==> config.mk <==
export PLATFORM = sky130hd
export DESIGN_NAME = dmem_arbiter
export DESIGN_NICKNAME = d
export VERILOG_FILES = /design/src/rtl/dmem_arbiter.sv
export SDC_FILE = /design/constraint.sdc
export NUM_CORES = 1
export LEC_CHECK = 0
export CAP_MARGIN = 20
export CORE_ASPECT_RATIO = 0.8
export CORE_MARGIN = 2
export CORE_UTILIZATION = 34
export CTS_CLUSTER_SIZE = 20
export DETAILED_ROUTE_END_ITERATION = 12
export PLACE_DENSITY_LB_ADDON = 0.3
export RECOVER_POWER = 25
export SLEW_MARGIN = 0
export SYNTH_ARGS = -nofsm -noshare
export SYNTH_HDL_FRONTEND = slang
export SYNTH_SLANG_ARGS = --single-unit
==> constraint.sdc <==
create_clock -name clk -period 2.7 [get_ports clk]
set_clock_uncertainty 0.05 [all_clocks]
set_input_delay 0.27 -clock clk [delete_from_list [all_inputs] [get_ports clk]]
set_output_delay 0.27 -clock clk [all_outputs]
set_load 0.01 [all_outputs]
==> src/rtl/dmem_arbiter.sv <==
// Round-robin arbiter sharing one single-port data memory between the CPU data port (0)
// and a secondary master (1). One access cycle per grant, registered read data and ready.
module dmem_arbiter #(
  parameter int unsigned ADDR_W = 32,
  parameter int unsigned DATA_W = 32
) (
  input  logic              clk,
  input  logic              reset,
  input  logic              req0,
  input  logic              we0,
  input  logic [ADDR_W-1:0] addr0,
  input  logic [DATA_W-1:0] wdata0,
  input  logic              req1,
  input  logic              we1,
  input  logic [ADDR_W-1:0] addr1,
  input  logic [DATA_W-1:0] wdata1,
  output logic              ready0,
  output logic [DATA_W-1:0] rdata0,
  output logic              ready1,
  output logic [DATA_W-1:0] rdata1,
  output logic              mem_read,
  output logic              mem_write,
  output logic [ADDR_W-1:0] mem_addr,
  output logic [DATA_W-1:0] mem_wdata,
  input  logic [DATA_W-1:0] mem_rdata,
  output logic              busy,
  output logic              owner
);

  typedef enum logic [1:0] {
    StIdle   = 2'd0,
    StAccess = 2'd1,
    StResp   = 2'd2
  } state_e;

  state_e              r_state;
  logic                r_last_grant;
  logic                r_owner;
  logic                r_we_l;
  logic [ADDR_W-3:0]   r_word_l;
  logic [DATA_W-1:0]   r_wdata_l;
  logic                r_mem_read;
  logic                r_mem_write;
  logic                r_ready0;
  logic                r_ready1;
  logic [DATA_W-1:0]   r_rdata0;
  logic [DATA_W-1:0]   r_rdata1;

  logic                w_any_req;
  logic                w_grant;
  logic                w_we;
  logic [ADDR_W-1:0]   w_addr;
  logic [DATA_W-1:0]   w_wdata;
  logic                w_unused_addr_lsbs;

  // On a tie the port that did not win last time goes next; a lone request always wins.
  always_comb begin
    w_any_req = req0 | req1;
    w_grant   = 1'b0;
    if (req0 && req1) begin
      w_grant = ~r_last_grant;
    end else begin
      w_grant = req1;
    end
    w_we    = w_grant ? we1    : we0;
    w_addr  = w_grant ? addr1  : addr0;
    w_wdata = w_grant ? wdata1 : wdata0;
  end

  // Memory is word addressed; byte offsets are dropped at the latch.
  assign w_unused_addr_lsbs = ^{addr0[1:0], addr1[1:0]};

  always_ff @(posedge clk) begin
    if (reset) begin
      r_state      <= StIdle;
      r_last_grant <= 1'b1;
      r_owner      <= 1'b0;
      r_we_l       <= 1'b0;
      r_word_l     <= '0;
      r_wdata_l    <= '0;
      r_mem_read   <= 1'b0;
      r_mem_write  <= 1'b0;
      r_ready0     <= 1'b0;
      r_ready1     <= 1'b0;
      r_rdata0     <= '0;
      r_rdata1     <= '0;
    end else begin
      r_mem_read  <= 1'b0;
      r_mem_write <= 1'b0;
      r_ready0    <= 1'b0;
      r_ready1    <= 1'b0;
      unique case (r_state)
        StIdle: begin
          if (w_any_req) begin
            r_owner      <= w_grant;
            r_last_grant <= w_grant;
            r_we_l       <= w_we;
            r_word_l     <= w_addr[ADDR_W-1:2];
            r_wdata_l    <= w_wdata;
            r_mem_read   <= ~w_we;
            r_mem_write  <= w_we;
            r_state      <= StAccess;
          end
        end
        StAccess: begin
          if (!r_we_l) begin
            if (r_owner) begin
              r_rdata1 <= mem_rdata;
            end else begin
              r_rdata0 <= mem_rdata;
            end
          end
          if (r_owner) begin
            r_ready1 <= 1'b1;
          end else begin
            r_ready0 <= 1'b1;
          end
          r_state <= StResp;
        end
        StResp: begin
          r_state <= StIdle;
        end
        default: begin
          r_state <= StIdle;
        end
      endcase
    end
  end

  assign mem_read  = r_mem_read;
  assign mem_write = r_mem_write;
  assign mem_addr  = {r_word_l, 2'b00};
  assign mem_wdata = r_wdata_l;
  assign ready0    = r_ready0;
  assign ready1    = r_ready1;
  assign rdata0    = r_rdata0;
  assign rdata1    = r_rdata1;
  assign busy      = (r_state != StIdle);
  assign owner     = r_owner;

  // Invariants: strobes only in ACCESS, never both; ready only in RESP, never both.
  a_strobe_excl : assert property (@(posedge clk) !(mem_read && mem_write));
  a_strobe_state : assert property (@(posedge clk)
    (mem_read || mem_write) |-> (r_state == StAccess));
  a_ready_excl : assert property (@(posedge clk) !(ready0 && ready1));
  a_ready_state : assert property (@(posedge clk)
    (ready0 || ready1) |-> (r_state == StResp));

endmodule

After elaboration in Yosys (flattened, before gate mapping):

Index checks and enable logic that the tools add are counted.

* bits in registers: 135
* input port bits: 166

* reduce and logical (&&, ||, !) cells: 8
* equality and inequality tests: 2
* multiplexer cells: 8
* bitwise operators: 8

Operator list (number)
* $mux W32: 2
* $not A1 Y1: 7
* $reduce_and A3 Y1: 2
* $mux W1: 4
* $pmux W2 S2: 1
* $reduce_or A3 Y1: 1
* $eq A2 B1 Y1 const B: 1
* $logic_not A2 Y1: 1
* $mux W2: 1
* $ne A2 B2 Y1 const B: 1
* $reduce_and A2 Y1: 1
* $reduce_bool A2 Y1: 1
* $reduce_or A2 Y1: 1
* $logic_and A1 B1 Y1: 1
* $or A1 B1 Y1: 1

Depth between registers and ports, before layout:

Gate-level depths: netlist of run 1.

* depth in word-level cells: 4
* gate-level depth with buffers: 5
* depth with buffers taken out: 4

Worst setup path before layout of run 1:

Ideal clock, no wire load.

* kind: flip-flop to flip-flop
* start point: register r_owner, in the netlist owner
* end point: register r_rdata0[1], in the netlist rdata0[1]
* cell stages (with the launch flop): 6
* path buffers: 2
* setup slack: 1.262 ns
* period minus slack after synthesis: 1.438 ns
* data arrival time: 1.256 ns
* setup time: 0.132 ns
* cell sequence: dfxtp_1 or4b_1 buf_2 buf_6 nand2_1 a21oi_1

* longest elaborated chain between the ends: 2

RTL lines
* from (decl): RTL line 38 `logic r_owner;`
* from (signal assigned): RTL line 95 `r_owner <= w_grant;`
* $not A1 Y1 (no source line)
* $reduce_and A3 Y1 (no source line)
* to (signal assigned): RTL line 110 `r_rdata0 <= mem_rdata;`
* to (decl): RTL line 46 `logic [DATA_W-1:0] r_rdata0;`

Every way passes these cells.
A chain may end at the register's enable or synchronous reset.

Final worst setup path of run 1:

* start point: register r_state[1]
* end point: register r_last_grant

* longest elaborated chain between the ends: 2

RTL lines
* from (decl): RTL line 36 `state_e r_state;`
* from (signal assigned): RTL line 75 `r_state <= StIdle;`
* from (signal assigned): RTL line 102 `r_state <= StAccess;`
* from (signal assigned): RTL line 118 `r_state <= StResp;`
* $logic_not A2 Y1: RTL line 92 `unique case (r_state)`
* $reduce_and A2 Y1 (no source line)
* to (signal assigned): RTL line 96 `r_last_grant <= w_grant;`
* to (decl): RTL line 37 `logic r_last_grant;`

Every way passes these cells.

==> run summary, run 1 <==
H-Tree Level Count: 4
final setup fails: 0
register bit total from synthesis: 135
CTS sink count: 135
TritonRoute pass-1 iters: 4
RR Endpoint: r_last_grant$_SDFFE_PP1P_
Reg2Reg Setup Slack: 700 ps
Place WS: 556 ps
Vias: 5,625
r2r startpoint: r_state[1]$_SDFFE_PP0P_
status: finished, final reports clean
Sw Share: 26.3%
cell count after synthesis: 669
first-pass GRT wire length: 28,400 um
Slowest-stage cell, CP: clkbuf_2
area of the mapped netlist: 0.00535 mm2
Final Hold Vio Count: 0
core area: 0.0152 mm2
Synth Warn #: 0
synth top area cells: dfxtp_1 (51%), nand2_1 (18%), a21oi_1 (12%), a311oi_1 (10%), buf_2 (3.7%)
CTS buffer count: 17
Pwr per Cell Area: 645 mW/mm2
antenna violations before repair: 0
Hold Worst Slack: 332 ps
Die Height: 116 um
# fillers: 1,395
die area: 0.0167 mm2
number of synthesized flops with an enable pin: 0
CTS Hold Bufs: 0
fin nets: 1,096
residual overflow from global routing: 0
Starting Density: 35.1%
Slew headroom: 30.4%
Final Cell Area: 0.00901 mm2
setup TNS: 0 ps
# rows: 40
clk buf depth: 2
critical path depth: 4
largest net degree at the start of global routing: 65
delay-heaviest family, CP: buffers and inverters
clock power share: 41.7%
Least-Margin Pin Slew: 1040 ps
P_int: 4.28 mW
Critical Path Sink Type: flop
CP peak stage delay: 790 ps
Comb pwr share: 19.8%
async set-reset flop share out of synthesis: 0%
commonest non-fill, non-tap cell in the layout: clkdlybuf4s50_1
GPL Wtd Cong: 0.829
most frequent cells in the layout: clkdlybuf4s50_1 (272), nand2_1 (255), dfxtp_1 (135)
Critical Path Sink: r_last_grant$_SDFFE_PP1P_
worst path bufs/invs: 1
Die Wd: 144 um
Worst-Skew Late Latency: 420 ps
Hold Crit Class: input port to flop
RSZ-0062 raised after global routing: false
CP Launch Point: r_state[1]$_SDFFE_PP0P_
DR WL/cell: 15.9 um
Final Critical Period: 2000 ps
post_cts resized: 0
cells on worst reg2reg path: 4
port bufs: 293
Clock Root Buffer: clkbuf_16
hold depth: 2
syn avg cell area: 7.99 um2
Area growth syn-to-layout: 68.7%
sequential share of power: 38.5%
WP data required: 2960 ps
fmax: 501 MHz
critical path class: flop to flop
Reg clk slew, reported paths: 60 ps
max_cap viols: 0
n_diodes: 0
Design Power: 5.81 mW
critical path launch point type: flop
CTS tree: built
HPWL after detailed placement: 12,500 um
Final Max Tran Viols: 0
Routed WL: 18,400 um
gr usage total: 21.8%
Post-DRT Antenna Nets: 0
P_sw: 1.53 mW
routed vias/inst: 4.88
sequential fraction of the synthesis area: 50.6%
share of the synthesized area in the top cell type: 50.6%
I/O pin total: 300
vias in the first global route: 5,407
crit-path cells: nor2_4, clkbuf_2, nand2_1, a221o_1
ys flop type: dfxtp_1
CP Data Arrival Time: 2250 ps
final period utilization: 74.0%
total setup buffers inserted after CTS: 0
placed cell areas: 0.00842 mm2
DRC violations left: 0
initial drt markers: 375
Leakage Power: 3.33 nW
fraction of layout cells with a size suffix above 1: 5.51%
setup ws final: 703 ps
Yosys cell types: 29
Worst Path Max Fanout: 48
VDD IR max: 0.404 mV
top cell type by total area after synthesis: dfxtp_1
==> final cells by class <==
type / instances / area (um2) / share of cell area (%)
inverters: 1 / 3.75 / 0.0416
repair buffers: 306 / 3080 / 34.2
clock inverters: 13 / 169 / 1.87
well taps: 210 / 263 / 2.91
clock buffers: 19 / 453 / 5.02
multi-input cells: 469 / 2340 / 26.0
flip-flops and latches: 135 / 2700 / 30.0
==> cells in the mapped netlist (all sizes together), types with 2 or more instances <==
master and number:
clkbuf 17, nor3 2, nand2 255, dfxtp 135, buf 48, nor2 5, a21oi 128, a311oi 62
==> registers in the layout (all words and copies together), names as in the netlist <==
| name | count |
|---|---|
| r_state | 2 |
| ready0 | 1 |
| mem_write | 1 |
| r_we_l | 1 |
| rdata0 | 32 |
| r_last_grant | 1 |
| rdata1 | 32 |
| r_word_l | 30 |
| owner | 1 |
| mem_read | 1 |
| mem_wdata | 32 |
| ready1 | 1 |
==> cells by family after synthesis <==
logic type / after synthesis / synth area share [%]
buffers and inverters: 66 / 6.20
AO/OA/AOI/OAI: 195 / 23.0
other: 1 / 0.0702
multiplexers: 1 / 0.187
AND/OR/NAND/NOR: 271 / 20.0
flip-flops: 135 / 50.6
==> how the worst min path moves through the flow <==
stage                                        from                 endpoint  slack (ps)
after floorplan                      mem_rdata[0]   rdata0[0]$_SDFFE_PP0P_         360
after global placement     rdata0[8]$_SDFFE_PP0P_   rdata0[8]$_SDFFE_PP0P_         390
after detailed placement  rdata0[15]$_SDFFE_PP0P_  rdata0[15]$_SDFFE_PP0P_         400
after CTS                                   reset  r_state[0]$_SDFFE_PP0P_         310
after global routing                        reset  r_state[0]$_SDFFE_PP0P_         330
final                                       reset  r_state[0]$_SDFFE_PP0P_         330
==> per-layer routing <==
layer / vias to the layer above / GRT usage, % / share of wire, %
met1: 2576 / 25.8 / 40
li1: 2825 / - / -
met4: 0 / 7.25 / 1.5
met3: 21 / 8.98 / 9.7
met2: 203 / 36.4 / 49
met5: - / 0 / 0
==> power groups by stage <==
stage | clock network (mW) | logic, mW | registers [mW]
detailed placement | 0 | 1.16 | 2.28
finish | 2.43 | 1.15 | 2.24
global placement | 0 | 1.16 | 2.27
global route | 2.58 | 1.24 | 2.26
CTS | 2.48 | 1.17 | 2.24
floorplan | 0 | 0.428 | 2.34
==> through the flow <==
stage,util [%],std cells
finish,59.3,1153
global route,59.3,1153
CTS,59.4,1153
detailed placement,55.3,1121
global placement,55.3,1121
floorplan,-,670
Note: power is estimated with default switching activity, not from simulation.
==> inputs of run 2 (changes only) <==
==> constraint.sdc (replaced) <==
create_clock -name clk -period 1.6 [get_ports clk]
set_clock_uncertainty 0.05 [all_clocks]
set_input_delay 0.16 -clock clk [delete_from_list [all_inputs] [get_ports clk]]
set_output_delay 0.16 -clock clk [all_outputs]
set_load 0.01 [all_outputs]
==> run summary, run 2 (synthesized netlist as in run 1, its figures left out) <==
status: finished, final reports clean
RR Endpoint: r_word_l[1]$_SDFFE_PP0P_
port bufs: 293 (unchanged)
initial drt markers: 336 (-10%)
core area: 0.0152 mm2 (unchanged)
CP Launch Point: r_word_l[26]$_SDFFE_PP0P_
CP peak stage delay: 570 ps (-220 ps)
delay-heaviest family, CP: buffers and inverters
H-Tree Level Count: 4 (unchanged)
r2r startpoint: r_last_grant$_SDFFE_PP1P_
Routed WL: 18,200 um (-1.0%)
Reg clk slew, reported paths: 60 ps (about the same)
cells on worst reg2reg path: 4 (unchanged)
total setup buffers inserted after CTS: 0 (unchanged)
most frequent cells in the layout: clkdlybuf4s50_1 (290), nand2_1 (255), dfxtp_1 (134)
routed vias/inst: 4.89 (+0.20%)
setup TNS: 0 ps (unchanged)
# fillers: 1,370 (-1.8%)
Final Hold Vio Count: 0 (unchanged)
Place WS: -106 ps (-662 ps)
CTS Hold Bufs: 0 (unchanged)
CTS tree: built
worst hold start: reset
fraction of layout cells with a size suffix above 1: 7.01% (+1.5 points)
I/O pin total: 300 (unchanged)
vias in the first global route: 5,453 (+0.85%)
residual overflow from global routing: 0 (unchanged)
Area growth syn-to-layout: 73.1%
RSZ-0062 raised after global routing: false
Worst-Skew Late Latency: 410 ps (about the same)
fmax: 654 MHz
CTS buffer count: 17 (unchanged)
Hold Crit Class: input port to flop
worst path bufs/invs: 1 (unchanged)
crit-path cells: clkdlybuf4s50_1
Slowest-stage cell, CP: clkdlybuf4s50_1
Final Critical Period: 1530 ps
antenna violations before repair: 0 (unchanged)
Post-DRT Antenna Nets: 0 (unchanged)
Leakage Power: 3.39 nW (+2.0%)
critical path class: flop to output port
Critical Path Sink Type: output port
fin nets: 1,109 (+1.2%)
setup ws final: 69.9 ps (-633 ps)
Worst Hold End: mem_wdata[11]$_SDFFE_PP0P_
WP data required: 1390 ps (-1570 ps)
# rows: 40 (unchanged)
die area: 0.0167 mm2 (unchanged)
largest net degree at the start of global routing: 54 (-17%)
HPWL after detailed placement: 12,600 um (+1.0%)
Die Wd: 144 um (unchanged)
Die Height: 116 um (unchanged)
Worst Path Max Fanout: 2 (-96%)
TritonRoute pass-1 iters: 4 (unchanged)
final setup fails: 0 (unchanged)
DRC violations left: 0 (unchanged)
Reg2Reg Setup Slack: 90 ps (-610 ps)
GPL Wtd Cong: 0.843 (+1.7%)
multi-input logic area: 0.00235 mm2 (+0.27%)
DR WL/cell: 15.6 um (-2.1%)
gr usage total: 21.5% (-0.31 points)
Vias: 5,700 (+1.3%)
max_cap viols: 0 (unchanged)
n_diodes: 0 (unchanged)
critical path launch point type: flop
post_cts resized: 3 (+3)
sequential cell area: 0.00270 mm2 (about the same)
first-pass GRT wire length: 28,100 um (-1.0%)
VDD IR max: 0.671 mV (+66%)
Clock Root Buffer: clkbuf_16
final period utilization: 95.6%
CP Data Arrival Time: 1320 ps (-930 ps)
commonest non-fill, non-tap cell in the layout: clkdlybuf4s50_1
CTS sink count: 135 (unchanged)
Hold Worst Slack: 89.9 ps (-242 ps)
Starting Density: 35.1% (unchanged)
Final Max Tran Viols: 0 (unchanged)
final core occ: 60.8% (+1.6 points)
clk buf depth: 2 (unchanged)
Pwr per Cell Area: 1100 mW/mm2 (+70%)
hold depth: 2 (unchanged)
run 2: worst max-delay path by stage:
stage	end	slack (ps)	cells after the start
2_1_floorplan	rdata0[1]$_SDFFE_PP0P_	160	5
3_3_place_gp	mem_wdata[12]$_SDFFE_PP0P_	-80	6
3_5_place_dp	mem_wdata[5]$_SDFFE_PP0P_	-110	6
4_1_cts	mem_wdata[30]	40	1
5_1_grt	r_word_l[1]$_SDFFE_PP0P_	8	4
6_report	mem_addr[28]	70	1
run 2: final cells by class:
cell class	instances	share of cell area, %
Sequential cell	135	29.2
Timing Repair Buffer	319	35.4
Clock inverter	13	2.34
Clock buffer	19	4.79
Tap cell	210	2.84
Multi-Input combinational cell	469	25.4
Inverter	1	0.0406
run 2: metal layers:
metal | part of all wire [%] | GRT usage [%] | vias up
met1 | 42 | 26.5 | 2618
met3 | 7.9 | 8.36 | 23
met5 | 0 | 0 | -
li1 | - | - | 2856
met2 | 48 | 35.6 | 203
met4 | 1.3 | 5.70 | 0
run 2: power breakdown:
part           internal [mW]  total (mW)  switching [mW]
clock                   2.83        4.36            1.53
combinational           1.13        2.04           0.913
sequential              3.63        3.77           0.141
total                   7.59        10.2            2.58
run 2: metrics by stage:
stage | std cells | total power, mW | instance area, um2
2_1_floorplan | 670 | 4.68 | 5350
3_3_place_gp | 1134 | 5.88 | 8610
3_5_place_dp | 1134 | 5.90 | 8610
4_1_cts | 1166 | 10.3 | 9270
5_1_grt | 1166 | 10.6 | 9250
6_report | 1166 | 10.2 | 9250
